$ cat src/rtl/fft_sequencer.sv
// Address and control sequencer for an in-place radix-2 FFT over an N_POINTS register file.
// All state advances on the falling clock edge to line up with the butterfly register file.
module fft_sequencer #(
    parameter int N_POINTS   = 64,
    parameter int LOG2_N     = 6,
    parameter int BF_LATENCY = 2
) (
    input  logic              clk,
    input  logic              rst,
    input  logic              start,
    input  logic              ifft,
    output logic              busy,
    output logic              done,
    output logic              load_en,
    output logic              ifft_mode,
    output logic [2:0]        stage,
    output logic              bf_valid,
    output logic [LOG2_N-1:0] addr_a,
    output logic [LOG2_N-1:0] addr_b,
    output logic [LOG2_N-2:0] tw_idx,
    output logic              wr_en,
    output logic [LOG2_N-1:0] wr_addr_a,
    output logic [LOG2_N-1:0] wr_addr_b
);

    localparam int HALF_N = N_POINTS / 2;
    localparam int JW     = LOG2_N - 1;
    localparam logic [2:0] DRAIN_LAST = (BF_LATENCY > 0) ? 3'(BF_LATENCY - 1) : 3'd0;

    typedef enum logic [2:0] {
        IDLE,
        LOAD,
        ISSUE,
        DRAIN,
        DONE
    } state_t;

    state_t        state_reg, state_next;
    logic [2:0]    stage_reg, stage_next;
    logic [JW-1:0] j_reg, j_next;
    logic [2:0]    drain_reg, drain_next;
    logic          ifft_reg, ifft_next;

    logic last_j;
    logic last_stage;

    assign last_j     = (j_reg == JW'(HALF_N - 1));
    assign last_stage = (stage_reg == 3'(LOG2_N - 1));

    always_ff @(negedge clk) begin
        if (rst) begin
            state_reg <= IDLE;
            stage_reg <= '0;
            j_reg     <= '0;
            drain_reg <= '0;
            ifft_reg  <= 1'b0;
        end else begin
            state_reg <= state_next;
            stage_reg <= stage_next;
            j_reg     <= j_next;
            drain_reg <= drain_next;
            ifft_reg  <= ifft_next;
        end
    end

    always_comb begin
        state_next = state_reg;
        stage_next = stage_reg;
        j_next     = j_reg;
        drain_next = drain_reg;
        ifft_next  = ifft_reg;
        busy       = 1'b1;
        done       = 1'b0;
        load_en    = 1'b0;
        bf_valid   = 1'b0;
        case (state_reg)
            IDLE: begin
                busy = 1'b0;
                if (start) begin
                    state_next = LOAD;
                    ifft_next  = ifft;
                    stage_next = '0;
                end
            end
            LOAD: begin
                load_en    = 1'b1;
                state_next = ISSUE;
                stage_next = '0;
                j_next     = '0;
            end
            ISSUE: begin
                bf_valid = 1'b1;
                if (last_j) begin
                    j_next     = '0;
                    drain_next = '0;
                    // Zero latency: nothing in flight, so go straight to the next stage.
                    if (BF_LATENCY > 0) begin
                        state_next = DRAIN;
                    end else if (last_stage) begin
                        state_next = DONE;
                    end else begin
                        stage_next = stage_reg + 3'd1;
                    end
                end else begin
                    j_next = j_reg + JW'(1);
                end
            end
            DRAIN: begin
                if (drain_reg == DRAIN_LAST) begin
                    drain_next = '0;
                    if (last_stage) begin
                        state_next = DONE;
                    end else begin
                        state_next = ISSUE;
                        stage_next = stage_reg + 3'd1;
                    end
                end else begin
                    drain_next = drain_reg + 3'd1;
                end
            end
            DONE: begin
                done       = 1'b1;
                state_next = IDLE;
            end
            default: state_next = IDLE;
        endcase
    end

    // Butterfly j of stage s pairs elements half = 2^s apart inside blocks of 2*half.
    logic [LOG2_N-1:0] j_ext;
    logic [LOG2_N-1:0] half_w;
    logic [LOG2_N-1:0] mask_w;
    logic [LOG2_N-1:0] addr_a_calc;
    logic [LOG2_N-1:0] addr_b_calc;
    logic [JW-1:0]     tw_calc;
    logic [3:0]        stage_p1;
    logic [3:0]        tw_shift;

    always_comb begin
        j_ext       = LOG2_N'(j_reg);
        half_w      = LOG2_N'(1) << stage_reg;
        mask_w      = half_w - LOG2_N'(1);
        stage_p1    = {1'b0, stage_reg} + 4'd1;
        tw_shift    = 4'(LOG2_N - 1) - {1'b0, stage_reg};
        addr_a_calc = ((j_ext >> stage_reg) << stage_p1) + (j_ext & mask_w);
        addr_b_calc = addr_a_calc + half_w;
        tw_calc     = JW'(j_ext & mask_w) << tw_shift;
    end

    assign ifft_mode = ifft_reg;
    assign stage     = stage_reg;
    assign addr_a    = bf_valid ? addr_a_calc : '0;
    assign addr_b    = bf_valid ? addr_b_calc : '0;
    assign tw_idx    = bf_valid ? tw_calc : '0;

    // Writeback strobe and addresses trail the issue by the butterfly pipeline depth.
    generate
        if (BF_LATENCY == 0) begin : g_pass
            assign wr_en     = bf_valid;
            assign wr_addr_a = addr_a;
            assign wr_addr_b = addr_b;
        end else begin : g_delay
            logic              tap_v_in  [BF_LATENCY];
            logic [LOG2_N-1:0] tap_a_in  [BF_LATENCY];
            logic [LOG2_N-1:0] tap_b_in  [BF_LATENCY];
            logic              dly_v_reg [BF_LATENCY];
            logic [LOG2_N-1:0] dly_a_reg [BF_LATENCY];
            logic [LOG2_N-1:0] dly_b_reg [BF_LATENCY];

            for (genvar gi = 0; gi < BF_LATENCY; gi++) begin : g_tap
                if (gi == 0) begin : g_head
                    assign tap_v_in[gi] = bf_valid;
                    assign tap_a_in[gi] = addr_a;
                    assign tap_b_in[gi] = addr_b;
                end else begin : g_body
                    assign tap_v_in[gi] = dly_v_reg[gi-1];
                    assign tap_a_in[gi] = dly_a_reg[gi-1];
                    assign tap_b_in[gi] = dly_b_reg[gi-1];
                end
            end

            always_ff @(negedge clk) begin
                if (rst) begin
                    for (int i = 0; i < BF_LATENCY; i++) begin
                        dly_v_reg[i] <= 1'b0;
                        dly_a_reg[i] <= '0;
                        dly_b_reg[i] <= '0;
                    end
                end else begin
                    for (int i = 0; i < BF_LATENCY; i++) begin
                        dly_v_reg[i] <= tap_v_in[i];
                        dly_a_reg[i] <= tap_a_in[i];
                        dly_b_reg[i] <= tap_b_in[i];
                    end
                end
            end

            assign wr_en     = dly_v_reg[BF_LATENCY-1];
            assign wr_addr_a = dly_a_reg[BF_LATENCY-1];
            assign wr_addr_b = dly_b_reg[BF_LATENCY-1];
        end
    endgenerate

endmodule

$ cat config.mk
export PLATFORM = sky130hd
export DESIGN_NAME = fft_sequencer
export DESIGN_NICKNAME = d
export VERILOG_FILES = /design/src/rtl/fft_sequencer.sv
export SDC_FILE = /design/constraint.sdc
export NUM_CORES = 1
export LEC_CHECK = 0
export CELL_PAD_IN_SITES_DETAIL_PLACEMENT = 1
export CELL_PAD_IN_SITES_GLOBAL_PLACEMENT = 1
export CORE_ASPECT_RATIO = 1.5
export CORE_MARGIN = 1
export CORE_UTILIZATION = 25
export DETAILED_ROUTE_END_ITERATION = 10
export PLACE_DENSITY = 0.59
export SLEW_MARGIN = 25
export SYNTH_ARGS = -nofsm -noshare
export SYNTH_HDL_FRONTEND = slang
export SYNTH_SLANG_ARGS = --single-unit
$ cat constraint.sdc
create_clock -name clk -period 6.1 [get_ports clk]
set_clock_uncertainty 0.2 [all_clocks]
set_input_delay 0.915 -clock clk [delete_from_list [all_inputs] [get_ports clk]]
set_output_delay 0.915 -clock clk [all_outputs]
set_load 0.05 [all_outputs]
**Word-level counts from Yosys, hierarchy flattened**

Memories as Yosys holds them, arrays and structs flattened.
Index checks and enable logic that the tools add are counted.

- Register bits: 15
- Memory bits (writable): 26
- Input port bits: 4
- Output and inout bits: 38
- Word-level logic and storage cells: 76
- Memories kept: 3

Memories:

| memory | words | width | read ports | clocked after Yosys merged registers in | wr ports | RTL line | text |
|---|---|---|---|---|---|---|---|
| g_delay.dly_a_reg | 2 | 6 | 2 | 0 | 2 | 167 | `logic [LOG2_N-1:0] dly_a_reg [BF_LATENCY];` |
| g_delay.dly_b_reg | 2 | 6 | 2 | 0 | 2 | 168 | `logic [LOG2_N-1:0] dly_b_reg [BF_LATENCY];` |
| g_delay.dly_v_reg | 2 | 1 | 2 | 0 | 2 | 166 | `logic dly_v_reg [BF_LATENCY];` |

- $add $sub $neg: 8
- Equal/unequal tests: 11
- Shift-type cells: 4
- Muxes and demuxes: 30
- Bitwise gates (word level): 7
- Reductions and logical operators: 8

Operators with widths:

| cell | count |
|---|---|
| 6-bit 2-to-1 mux | 6 |
| 3-bit 2-to-1 mux | 9 |
| 6-bit adder | 2 |
| 3-bit one-hot mux with 4 select lines | 1 |
| 5-bit 2-to-1 mux | 2 |
| 5-bit one-hot mux with 2 select lines | 1 |
| 1-bit 2-to-1 mux | 9 |
| 3-bit one-hot mux with 3 select lines | 1 |
| 2-bit != test (second input constant) | 4 |
| 3-bit by 1-bit adder with 3-bit output (second input constant) | 2 |
| 5-bit by 6-bit AND with 6-bit output | 1 |
| 3-bit by 1-bit equality test with 1-bit output (second input constant) | 2 |
| 3-bit by 2-bit equality test with 1-bit output (second input constant) | 2 |
| 3-bit equality test (second input constant) | 2 |
| 1-bit bitwise OR | 6 |
| 3-bit one-hot mux with 2 select lines | 1 |
| 1-bit by 3-bit left shift with 6-bit output (first input constant) | 1 |
| 6-bit by 4-bit left shift with 6-bit output | 1 |
| 5-bit by 3-bit right shift with 6-bit output | 1 |
| 6-bit by 1-bit subtractor with 6-bit output (second input constant) | 1 |
| 5-bit by 1-bit adder with 5-bit output (second input constant) | 1 |
| 5-bit equality test (second input constant) | 1 |
| 5-bit by 4-bit left shift with 5-bit output | 1 |
| 3-bit by 1-bit adder with 4-bit output (second input constant) | 1 |
| 7 further kinds | 9 |

**Depth between registers and ports, before layout**

- Word-level depth: 7
- Mapped depth: 20
- Mapped depth without buffers: 18

==> impl_metrics.json <==
{
  "wl_per_cell_um": 15.84,
  "crit_path_frequent_cell": "ha_4",
  "seqPwrFrac_pct": 33.2,
  "worst-path-max-fanout": 6,
  "core_region_area_um2": 10080,
  "timing.hold.ws_ns": 0.2260,
  "grt_pass1_vias": 3149,
  "max_slew.worst_pin.slew_ns": 0.5075,
  "yosys-top-cells-area": "dfxtp_1 32%, ha_1 11%, nor2_1 7.5%",
  "yosysTopAreaCell": "dfxtp_1",
  "cts_root_buffer": "clkbuf_16",
  "die_w_um": 85.07,
  "hold_depth": 1,
  "cts_buffers": 5,
  "ys_seq_area_share_pct": 31.72,
  "antenna_cells": 0,
  "dieArea_um2": 10770,
  "p_int_mw": 0.5428,
  "gr-usage-met1_pct": 14.76,
  "status": "finished with violations",
  "initial_core_util_pct": 25.67,
  "clkSinkCount": 41,
  "io_pins": 42,
  "worstPathArrival_ns": 6.85,
  "wirelength_um": 9582,
  "critical-path-top-delay-family": "XOR/XNOR gates",
  "synth_warnings": 0,
  "pwr-share-clk_pct": 45.0,
  "start_kind": "flop",
  "top_usage_layer": "met2",
  "p_switching_mw": 0.3167,
  "synth_edf_count": 0,
  "critPathMaxStageDelay_ns": 0.38,
  "drv_cap": 0,
  "ant_nets": 0,
  "synth_flop_cell": "dfxtp_1",
  "path_clk_slew_ns": 0.04,
  "drive_gt1_share_pct": 44.06,
  "violations": "setup timing",
  "cp_num_cells": 20,
  "synthArstFlopShare_pct": 0,
  "port-buffer-count": 41,
  "swShare_pct": 36.85,
  "grt_max_degree": 31,
  "grt_setup_unrepaired": "true",
  "clkLatencyLatePin_ns": 0.38,
  "p_total_mw": 0.8595,
  "hpwl_um": 6471,
  "r2r_cells": 19,
  "cts_buffer_depth": 2,
  "finalNonFillerCells": 605,
  "timing.rr.end": "g_delay.dly_b_reg[0][5]",
  "yosysTopAreaCellShare_pct": 31.72,
  "overflow": 0,
  "setup_ws_ns": -1.867,
  "maxSlewViolCount": 0,
  "leakagePower_nw": 2.213,
  "syn_nets": 355,
  "grtUsageMet3_pct": 4.945,
  "setup_viol": 17,
  "cts_tree": "built",
  "num_rows": 45,
  "syn_area_um2": 2587,
  "yosysMostFrequentCell": "nor2_1",
  "synthTopCellsByCount": "52 x nor2_1, 41 x dfxtp_1, 23 x ha_1",
  "worstHoldStart": "g_delay.dly_a_reg[0][5]",
  "dr_total_vias": 2894,
  "htree_levels": 2,
  "critPathBufInv": 6,
  "hold_viol_final": 0,
  "fp.dieH_um": 126.6,
  "drc": 0,
  "drtIter0Drc": 50,
  "holdCritPathClass": "flop to flop",
  "grt_pass1_wl_um": 15060,
  "gp_congestion": 0.8634,
  "track_usage_pct": 18.15,
  "p_comb_share_pct": 21.8,
  "synth.distinct_cells": 43,
  "min_to": "g_delay.dly_a_reg[0][11]",
  "synthCells": 326,
  "path_class": "flop to output port",
  "crit_required_ns": 4.98,
  "maxSlewHeadroom_pct": 66.06,
  "antenna_found_initial": 0,
  "crit_path_end_kind": "output port",
  "ir_drop_uv": 108.9,
  "rr_startpoint": "stage[1]",
  "dp_cells": 529,
  "syn_to_final_growth_pct": 85.49,
  "met2_usage_pct": 35.77,
  "syn_area_per_cell_um2": 7.937,
  "cpMaxStageDelayCell": "dfxtp_4",
  "fin_nets": 516,
  "drt_pre_antenna_iters": 4,
  "crit_chain": "buf_4, buf_6, buf_6, ha_4, nor2b_4, xnor2_2, nand2_1, inv_2, ha_4, a21oi_4, xnor2_2, inv_2, ha_4, nand2_2, o211ai_1, a21oi_2, xor2_1, xnor3_1, and2_4, buf_12",
  "rrSetupSlack_ns": 2.47,
  "vias_per_cell": 4.783,
  "ys_ff_latch": 41,
  "p_per_area_nw_per_um2": 179.1
}
-- layout make-up --
| class | instances | area, µm² |
|---|---|---|
| multi-input cells | 238 | 2078 |
| inverters | 20 | 85.08 |
| clock inverters | 44 | 177.7 |
| repair buffers | 140 | 1354 |
| flip-flops and latches | 41 | 833.3 |
| fillers | 1153 | 5279 |
| well taps | 117 | 146.4 |
| clock buffers | 5 | 125.1 |
-- metrics by stage --
step | utilization (%) | setup slack (ns) | cell area (µm²) | setup TNS [ns]
after global routing | 47.62 | -2.081 | 4800 | -16.99
after floorplan | - | -1.606 | 2775 | -12.84
after detailed placement | 38.08 | -1.608 | 3837 | -10.03
after global placement | 38.08 | -1.540 | 3837 | -9.237
final | 47.62 | -1.867 | 4800 | -15.11
after CTS | 45.71 | -1.841 | 4607 | -14.58
-- power groups by stage --
stage                     Combinational (mW)  Clock, mW  Sequential (mW)
after global routing                   0.202      0.435            0.286
final                                  0.188      0.386            0.285
after floorplan                        0.107     0.0419            0.290
after CTS                              0.184      0.408            0.285
after global placement                 0.168     0.0419            0.288
after detailed placement               0.171     0.0419            0.288
-- cell usage in the layout, fill, tap and decap left out, drive strengths merged, types with 3 or more instances in the layout --
cell type,n
buf,119
inv,64
nor2,52
dfxtp,41
ha,23
nor2b,21
clkdlybuf4s50,20
a21oi,20
nand2,16
o21ai,15
and2,10
nand2b,8
nor3,8
nand3,8
mux2i,6
a211oi,6
xor2,6
clkbuf,5
or3,4
a22oi,3
xnor2,3
and3,3
-- cells by family (layout without fill, tap and decap cells) --
logic type,count (synthesis),count (layout),synth area share (%)
AO/OA/AOI/OAI,55,55,12.86
XOR/XNOR,10,10,3.917
adder cells (fa/ha/maj),25,25,12.67
buffers and inverters,47,209,8.849
flip-flops,41,41,31.72
multiplexers,7,7,2.756
AND/OR/NAND/NOR,141,141,27.22
-- worst max-delay path by stage --
stage / slack, ns / end / start
after floorplan: -1.61 / addr_b[5] / stage[1]
after global placement: -1.54 / addr_b[5] / stage[1]
after detailed placement: -1.61 / addr_b[5] / stage[1]
after CTS: -1.84 / addr_b[5] / stage[1]
after global routing: -2.08 / addr_b[5] / stage[1]
final: -1.87 / addr_b[5] / stage[1]
-- per-layer routing --
| metal | vias to the layer above | part of all wire [%] | wire length, µm |
|---|---|---|---|
| met5 | - | 0 | 0 |
| met4 | 0 | 5.3 | 510 |
| met3 | 40 | 3.6 | 347 |
| met2 | 80 | 60 | 5729 |
| met1 | 1379 | 31 | 2996 |
| li1 | 1395 | - | - |
-- repair_timing --
action	4_1_cts	5_1_grt
hold buffers	0	0
pin swaps	35	19
endpoints found under the setup margin	17	18
buffers inserted	18	13
resized for setup	69	30
Power figures use the tool's default switching activity.
